[src/rtl/if_fetch_unit_pkg.sv]
// Shared types and constants for the instruction-fetch stage.
// Holds the word width, default PC step, FSM encoding and the buffered entry layout.
package if_fetch_unit_pkg;

    localparam int WORD_W = 32;
    localparam logic [WORD_W-1:0] PC_INC_DEF = 32'd4;
    localparam int DEPTH_DEF = 2;

    typedef enum logic [1:0] {
        ST_IDLE = 2'd0,
        ST_WAIT = 2'd1,
        ST_DROP = 2'd2
    } fetch_state_t;

    typedef struct packed {
        logic [WORD_W-1:0] pc4;
        logic [WORD_W-1:0] insn;
    } fetch_entry_t;

endpackage

[src/rtl/if_fetch_unit_if.sv]
// Instruction-memory request/acknowledge bus between the fetch stage and imem.
// The fetch stage is the master; the memory is the slave.
interface if_fetch_unit_if;
    import if_fetch_unit_pkg::*;

    logic              req;
    logic [WORD_W-1:0] addr;
    logic              ack;
    logic [WORD_W-1:0] rdata;

    modport master (output req, output addr, input ack, input rdata);
    modport slave  (input req, input addr, output ack, output rdata);

endinterface

[src/rtl/if_fetch_unit_fifo.sv]
// Small synchronous buffer of fetched {pc4, insn} entries with a one-cycle flush.
// Flush dominates push and pop issued in the same cycle.
module if_fetch_unit_fifo
    import if_fetch_unit_pkg::*;
#(
    parameter int DEPTH = DEPTH_DEF,
    parameter int CNT_W = $clog2(DEPTH + 1)
) (
    input  logic             clk,
    input  logic             clrn,
    input  logic             flush,
    input  logic             push,
    input  fetch_entry_t     push_data,
    input  logic             pop,
    output logic [CNT_W-1:0] count,
    output logic             valid,
    output fetch_entry_t     head
);

    localparam int PTR_W = (DEPTH > 1) ? $clog2(DEPTH) : 1;

    fetch_entry_t     mem_q [DEPTH];
    fetch_entry_t     mem_d [DEPTH];
    logic [PTR_W-1:0] wr_ptr_q, wr_ptr_d;
    logic [PTR_W-1:0] rd_ptr_q, rd_ptr_d;
    logic [CNT_W-1:0] count_q, count_d;

    function automatic logic [PTR_W-1:0] ptr_inc(input logic [PTR_W-1:0] p);
        if (p == PTR_W'(DEPTH - 1)) return '0;
        return p + PTR_W'(1);
    endfunction

    always_comb begin
        mem_d    = mem_q;
        wr_ptr_d = wr_ptr_q;
        rd_ptr_d = rd_ptr_q;
        count_d  = count_q;
        if (flush) begin
            wr_ptr_d = '0;
            rd_ptr_d = '0;
            count_d  = '0;
        end else begin
            if (push) begin
                mem_d[wr_ptr_q] = push_data;
                wr_ptr_d        = ptr_inc(wr_ptr_q);
            end
            if (pop) rd_ptr_d = ptr_inc(rd_ptr_q);
            case ({push, pop})
                2'b10:   count_d = count_q + CNT_W'(1);
                2'b01:   count_d = count_q - CNT_W'(1);
                default: count_d = count_q;
            endcase
        end
    end

    always_ff @(posedge clk or negedge clrn) begin
        if (!clrn) begin
            mem_q    <= '{default: '0};
            wr_ptr_q <= '0;
            rd_ptr_q <= '0;
            count_q  <= '0;
        end else begin
            mem_q    <= mem_d;
            wr_ptr_q <= wr_ptr_d;
            rd_ptr_q <= rd_ptr_d;
            count_q  <= count_d;
        end
    end

    assign count = count_q;
    assign valid = (count_q != '0);
    assign head  = mem_q[rd_ptr_q];

endmodule

[src/rtl/if_fetch_unit.sv]
// Fetch stage: issues imem requests, buffers returned words for ID and steers the PC register.
//   state | meaning
//   IDLE  | no request outstanding; issue when a buffer slot is free
//   WAIT  | request outstanding; ack pushes the word and may chain the next fetch
//   DROP  | request outstanding after a redirect; ack data is discarded
module if_fetch_unit
    import if_fetch_unit_pkg::*;
#(
    parameter int                DEPTH  = DEPTH_DEF,
    parameter logic [WORD_W-1:0] PC_INC = PC_INC_DEF
) (
    input  logic              clk,
    input  logic              clrn,
    input  logic [WORD_W-1:0] pc,
    output logic [WORD_W-1:0] pc_next,
    output logic              pc_we,
    input  logic              redirect,
    input  logic [WORD_W-1:0] redirect_pc,
    if_fetch_unit_if.master   imem,
    output logic              ins_valid,
    input  logic              id_ready,
    output logic [WORD_W-1:0] ins,
    output logic [WORD_W-1:0] ins_pc4
);

    localparam int          CNT_W   = $clog2(DEPTH + 1);
    localparam logic [31:0] DEPTH_U = 32'(DEPTH);

    fetch_state_t      state_q, state_d;
    logic [WORD_W-1:0] addr_q, addr_d;
    logic [CNT_W-1:0]  count;
    logic              accept;
    logic              pop;
    logic [31:0]       fill_after;
    fetch_entry_t      push_entry;
    fetch_entry_t      head;

    assign imem.req   = (state_q != ST_IDLE);
    assign imem.addr  = addr_q;
    assign accept     = (state_q == ST_WAIT) && imem.ack && !redirect;
    assign pop        = ins_valid && id_ready && !redirect;
    assign fill_after = 32'(count) + 32'd1 - 32'(pop);
    assign push_entry = '{pc4: addr_q + PC_INC, insn: imem.rdata};

    // Redirect wins over the sequential step; PC write is held off during reset.
    always_comb begin
        pc_we   = 1'b0;
        pc_next = pc;
        if (!clrn) begin
            pc_next = '0;
        end else if (redirect) begin
            pc_we   = 1'b1;
            pc_next = redirect_pc;
        end else if (accept) begin
            pc_we   = 1'b1;
            pc_next = pc + PC_INC;
        end
    end

    always_comb begin
        state_d = state_q;
        addr_d  = addr_q;
        case (state_q)
            ST_IDLE: begin
                if (!redirect && (32'(count) < DEPTH_U)) begin
                    state_d = ST_WAIT;
                    addr_d  = pc;
                end
            end
            ST_WAIT: begin
                if (redirect) begin
                    state_d = imem.ack ? ST_IDLE : ST_DROP;
                end else if (imem.ack) begin
                    if (fill_after < DEPTH_U) addr_d = pc + PC_INC;
                    else                      state_d = ST_IDLE;
                end
            end
            ST_DROP: begin
                if (imem.ack) state_d = ST_IDLE;
            end
            default: state_d = ST_IDLE;
        endcase
    end

    always_ff @(posedge clk or negedge clrn) begin
        if (!clrn) begin
            state_q <= ST_IDLE;
            addr_q  <= '0;
        end else begin
            state_q <= state_d;
            addr_q  <= addr_d;
        end
    end

    if_fetch_unit_fifo #(
        .DEPTH (DEPTH),
        .CNT_W (CNT_W)
    ) u_fifo (
        .clk       (clk),
        .clrn      (clrn),
        .flush     (redirect),
        .push      (accept),
        .push_data (push_entry),
        .pop       (pop),
        .count     (count),
        .valid     (ins_valid),
        .head      (head)
    );

    assign ins     = head.insn;
    assign ins_pc4 = head.pc4;

endmodule

[src/flat_wrapper.sv]
// flat-port wrapper written by rule: the top's interface ports become plain ports
module if_fetch_unit_flat import if_fetch_unit_pkg::*;
#(
    parameter int                DEPTH  = DEPTH_DEF,
    parameter logic [WORD_W-1:0] PC_INC = PC_INC_DEF
)
  (clk, clrn, pc, pc_next, pc_we, redirect, redirect_pc, ins_valid, id_ready, ins, ins_pc4, imem_req, imem_addr, imem_ack, imem_rdata);
  if_fetch_unit_if imem_i ();
  input  logic clk;
  input  logic clrn;
  input  logic [WORD_W-1:0] pc;
  output logic [WORD_W-1:0] pc_next;
  output logic pc_we;
  input  logic redirect;
  input  logic [WORD_W-1:0] redirect_pc;
  output logic ins_valid;
  input  logic id_ready;
  output logic [WORD_W-1:0] ins;
  output logic [WORD_W-1:0] ins_pc4;
  output wire logic [$bits(imem_i.req)-1:0] imem_req;
  output wire logic [$bits(imem_i.addr)-1:0] imem_addr;
  input wire logic [$bits(imem_i.ack)-1:0] imem_ack;
  input wire logic [$bits(imem_i.rdata)-1:0] imem_rdata;
  assign imem_req = imem_i.req;
  assign imem_addr = imem_i.addr;
  assign imem_i.ack = imem_ack;
  assign imem_i.rdata = imem_rdata;
  if_fetch_unit #(.DEPTH(DEPTH), .PC_INC(PC_INC)) u_core (.clk(clk), .clrn(clrn), .pc(pc), .pc_next(pc_next), .pc_we(pc_we), .redirect(redirect), .redirect_pc(redirect_pc), .imem(imem_i), .ins_valid(ins_valid), .id_ready(id_ready), .ins(ins), .ins_pc4(ins_pc4));
endmodule
[config.mk]
export PLATFORM = sky130hd
export DESIGN_NAME = if_fetch_unit_flat
export DESIGN_NICKNAME = d
export VERILOG_FILES = /design/src/rtl/if_fetch_unit_pkg.sv /design/src/rtl/if_fetch_unit_if.sv /design/src/rtl/if_fetch_unit_fifo.sv /design/src/rtl/if_fetch_unit.sv /design/src/flat_wrapper.sv
export SDC_FILE = /design/constraint.sdc
export NUM_CORES = 1
export LEC_CHECK = 0
export CAP_MARGIN = 0
export CORE_ASPECT_RATIO = 1.4
export CORE_MARGIN = 1.5
export CORE_UTILIZATION = 54
export CTS_CLUSTER_DIAMETER = 40
export DETAILED_ROUTE_END_ITERATION = 10
export GPL_ROUTABILITY_DRIVEN = 1
export PLACE_DENSITY = 0.88
export SLEW_MARGIN = 20
export SYNTH_ARGS = -nofsm -noshare
export SYNTH_HDL_FRONTEND = slang
export SYNTH_SLANG_ARGS = --single-unit
[constraint.sdc]
create_clock -name clk -period 7.23 [get_ports clk]
set_clock_uncertainty 0.2 [all_clocks]
set_input_delay 1.446 -clock clk [delete_from_list [all_inputs] [get_ports clk]]
set_output_delay 1.446 -clock clk [all_outputs]
set_load 0.02 [all_outputs]
# Word-level counts from Yosys, hierarchy flattened
# Cells that the tools add are included.
[op_classes]
addsub = 8
n_mul = 0
div_mod_pow = 0
magnitude_cmp = 5
n_eq_ne = 11
n_shift = 0
muxes = 40
n_bitwise = 3
reduce_logical = 17
[op_table]
columns = ["cell", "n"]
rows = [
  ["$mux W64", 4],
  ["$mux W32", 7],
  ["$bwmux W128", 1],
  ["$add A32 B3 Y32 const B", 2],
  ["$demux W64 S1", 1],
  ["$pmux W32 S2", 1],
  ["$lt A32 B2 Y1 const B", 1],
  ["$sub A32 B1 Y32", 1],
  ["$mux W1", 17],
  ["$mux W2", 7],
  ["$reduce_bool A2 Y1", 5],
  ["$ne A2 B2 Y1 const B", 4],
  ["$logic_and A1 B1 Y1", 6],
  ["$ne A3 B3 Y1 const B", 2],
  ["$pmux W2 S3", 1],
  ["$reduce_and A5 Y1", 1],
  ["$eq A2 B1 Y1 const B", 2],
  ["$eq A2 B2 Y1 const B", 2],
  ["$ge A2 B2 Y1 const B", 2],
  ["$not A1 Y2", 2],
  ["$pmux W2 S2", 1],
  ["$reduce_and A4 Y1", 1],
  ["$add A2 B1 Y3 const B", 1],
  ["$reduce_bool A3 Y1", 1],
  ["10 further kinds", 11],
]
[word_totals]
regBits = 166
latchBits = 0
ram_bits = 0
mem_bits_ro = 0
input_bits = 101
output_inout_bits = 131
elab_cells = 93
mem_count = 0

# Depth between registers and ports, before layout
[depth]
word_depth = 9
mapped_depth = 14
depth_no_buf = 12

# Cells and area by module
# From an unflattened synthesis, not the netlist that was laid out.
[unflattened]
hier_cells = 832
hier_area_um2 = 9606.7
[modules_own_cells]
columns = ["mod", "instances", "cells_per_inst", "area_each_um2", "seq_area_each_um2"]
rows = [
  ["if_fetch_unit_fifo", 1, 361, 6042.0, 3303.2],
  ["if_fetch_unit", 1, 471, 3564.7, 850.8],
]

# Worst setup path before layout
# Ideal clock, no wire load.
[synth_timing]
kind = "in2out"
start = "in pc[10]"
end = "out pc_next[30]"
arrival_time_ps = 3116
required_time_ps = 5584
slack_ps = 2468
path_stages = 7
n_path_buf = 2
path_cell_list = "buf_2 -> nand4_1 -> nor4_2 -> buf_4 -> nand4_1 -> xnor2_1 -> o21ai_0"
[synth_via]
elab_chain_len = 4
[synth_rtl]
columns = ["item", "line", "rtl"]
rows = [
  ["start: declaration", "flat_wrapper.sv:11", "input logic [WORD_W-1:0] pc;"],
  ["$add A32 B3 Y32", "if_fetch_unit.sv:56", "pc_next = pc + PC_INC;"],
  ["$mux W32", "if_fetch_unit.sv:54", "end else if (accept) begin"],
  ["$mux W32", "if_fetch_unit.sv:51", "end else if (redirect) begin"],
  ["$mux W32", "if_fetch_unit.sv:49", "if (!clrn) begin"],
  ["end: declaration", "flat_wrapper.sv:12", "output logic [WORD_W-1:0] pc_next;"],
]
# No other way between the ends.

# Worst setup path in the final report
[layout_timing]
start = "in pc[17]"
end = "out pc_next[28]"
# Same word-level chain as after synthesis.

==> impl_results.md <==
- Status: completed
- Top cells by area, synth: dfrtp_1, mux2_2, nand2_1
- F_max: 0.1679 GHz
- Mapped Area: 0.009206 mm²
- Worst-margin pin slew: 0.9031 ns
- Post-Syn Nets: 1095
- Tmin final: 5.956 ns
- Routed len/inst: 17.54 µm
- Sw Ratio: 0.3911
- Total wire length: 24550 µm
- Max VDD drop: 0.1928 mV
- Setup WS post-layout: 1.274 ns
- Die Span Y: 157.5 µm
- Largest net degree at the start of global routing: 87
- Clock share of power: 0.180
- Max stage delay on crit path: 0.71 ns
- Worst skew pair latency: 0.42 ns
- Drt pass-1 iters: 5
- Pins over their slew limit: 0
- Ys async rst share: 1.000
- Max Cap Viol: 0
- Area Growth Syn to Fin: 32.59%
- Avg Cell Area, Syn: 9.337 µm²
- Share of layout cells above drive strength 1: 0.1404
- Pleak: 5.167 nW
- Ys Warns: 0
- Combinational Power Share: 0.469
- Arrival @ worst endpoint: 4.31 ns
- Hold Buf Count CTS: 0
- Post-place instance area: 0.01160 mm²
- CTS tree: built
- Number of enable flip-flop cells after synthesis: 0
- Yosys reg bits: 166
- Clock buffer depth: 2
- Post-CTS setup buffers: 0
- Setup TNS: 0 ns
- All-layer global routing usage: 0.2774
- Clock transition at the registers of the reported paths: 0.06 ns
- Core area: 0.01675 mm²
- Setup WS pre-CTS: 1.336 ns
- Antenna Violating Nets Remaining: 0
- Worst path bufs/invs: 2
- Req. time, crit path: 5.58 ns
- CP max FO: 7
- Pwr per Cell Area: 392.4 mW/mm²
- Cell-internal power: 2.916 mW
- Count leader, synth: nand2_1
- Final worst-path cycle share: 0.8238
- Detail Placement HPWL: 17730 µm
- Die area: 0.01785 mm²
- Switch Pwr: 1.873 mW
- Final Net Count: 1293
- Initial antenna violation count: 0
- Post-synth cell types: 50
- Most instantiated cells after synthesis: nand2_1, dfrtp_1, o21ai_0, mux2_2, xor2_1
- Vias in the first global route: 7944
- H-Tree Depth: 4
- Post-synthesis cell count: 986
- # clock sinks: 166
- CP cell instances: clkdlybuf4s50_1 -> nand4_1 -> nor4_1 -> nand4_1 -> xor2_1 -> a21oi_1 -> clkdlybuf4s50_1
- Count of final setup violators: 0
- Sequential Power Share: 0.350
- Crit start category: primary input
- Slowest-stage cell, CP: nor4_1
- Hold Crit Class: flip-flop to flip-flop
- Fin area: 0.01221 mm²
- GPL Wtd Cong: 1.078
- Via Count: 7933
- RSZ-0062 raised after global routing: false
- CTS root buf: clkbuf_16
- Vias per cell: 5.666
- Rel. slew slack: 0.3933
- Chip Width: 113.4 µm
- Effective utilization at floorplan: 0.5498
- CP delay by family, top: buffers and inverters
- Row Count: 56
- Total CTS buffers: 17
- Crit path kind: primary input to output port
- PostCTS Resize Cnt: 0
- I/O pin count: 232
- Yosys top cell area share: 0.4512
- Ys flop type: dfrtp_1
- Antenna diode count: 0
- Initial DRC count: 596
- Grt ovf: 0
- DRC viols: 0
- Crit end category: output port
- First-pass GRT wire length: 39090 µm
- Port Buffers: 231
- Share of the yosys chip area belonging to registers: 0.4512
- Hold Vio Cnt, Final: 0
- Synth area leader: dfrtp_1
-- routing by layer --
layer  GRT usage  wire, µm
met5           0         0
met3     0.05506      1291
met2      0.4900     12230
met4      0.1458      1133
met1      0.3168      9898
-- worst paths after layout --
| check | slack, ns | cells past startpoint | from | to |
|---|---|---|---|---|
| min in group asynchronous | 0.83 | 1 | clrn | u_core.u_fifo.mem_q[69] |
| max reg2reg | 3.90 | 12 | u_core.u_fifo.count[1] | u_core.imem.addr[0] |
| max in group asynchronous | 4.44 | 3 | clrn | u_core.u_fifo.mem_q[95] |
| min | 0.27 | 2 | u_core.u_fifo.mem_q[75] | u_core.u_fifo.mem_q[75] |
| max | 1.27 | 7 | pc[17] | pc_next[28] |
| min reg2reg | 0.27 | 2 | u_core.u_fifo.mem_q[75] | u_core.u_fifo.mem_q[75] |
-- logic make-up after synthesis --
family / count (synthesis) / synth area share
AOI/OAI and AO/OA: 148 / 0.08426
xor gates and xnor gates: 86 / 0.08182
adders and majority gates: 8 / 0.01169
buffers and inverters: 76 / 0.03533
DFF: 166 / 0.4512
muxes: 107 / 0.1301
and+or+nand+nor: 395 / 0.2056
-- per-stage QoR --
stage | util | power, mW | hold WS (ns) | instances
floorplan | - | 2.938 | 0.2403 | 986
global placement | 0.6930 | 3.836 | 0.2524 | 1367
finish | 0.7289 | 4.790 | 0.2694 | 1400
CTS | 0.7269 | 4.796 | 0.2724 | 1399
detailed placement | 0.6930 | 3.920 | 0.2570 | 1367
global route | 0.7289 | 5.084 | 0.2967 | 1400
-- power by group through the flow --
stage	logic, mW	registers, mW	clock network, mW
6_report	2.25	1.68	0.862
5_1_grt	2.43	1.74	0.918
4_1_cts	2.25	1.67	0.875
3_5_place_dp	2.23	1.69	0
3_3_place_gp	2.18	1.66	0
2_1_floorplan	1.25	1.69	0
-- state kept, by name (all words and copies together) (netlist names) --
signal,count
u_core.u_fifo.mem_q,128
u_core.imem.addr,32
u_core.state_q,2
u_core.u_fifo.count,2
u_core.u_fifo.rd_ptr_q,1
u_core.u_fifo.wr_ptr_q,1
-- cell usage in the layout (no fill, tap or decap), types with 17 or more instances in the layout --
cell type and n:
xor2_1 49, nand2_1 225, clkbuf_16 17, nand4_1 25, a21oi_1 26, xnor2_1 37
nor2_1 19, mux2_2 101, clkdlybuf4s50_1 230, dfrtp_1 165, o21ai_0 109, nand3_1 39
-- area by class of cell --
type / instances / area, µm²
repair buffers: 243 / 2424
fillers: 1238 / 4539
clock buffers: 19 / 452.9
multi-input cells: 744 / 4761
well taps: 203 / 254.0
clock inverters: 13 / 115.1
flip-flops and latches: 166 / 4155
inverters: 12 / 45.04
-- worst register-to-register path, delay by kind of cell, from the launching register on --
kind | cells | cell delay, ns
buf+inv | 3 | 0.52
flops | 1 | 0.43
mux | 1 | 0.37
simple gates | 5 | 1.12
fa+ha+maj | 3 | 0.58
No activity file was read; power rests on OpenSTA's default activity.
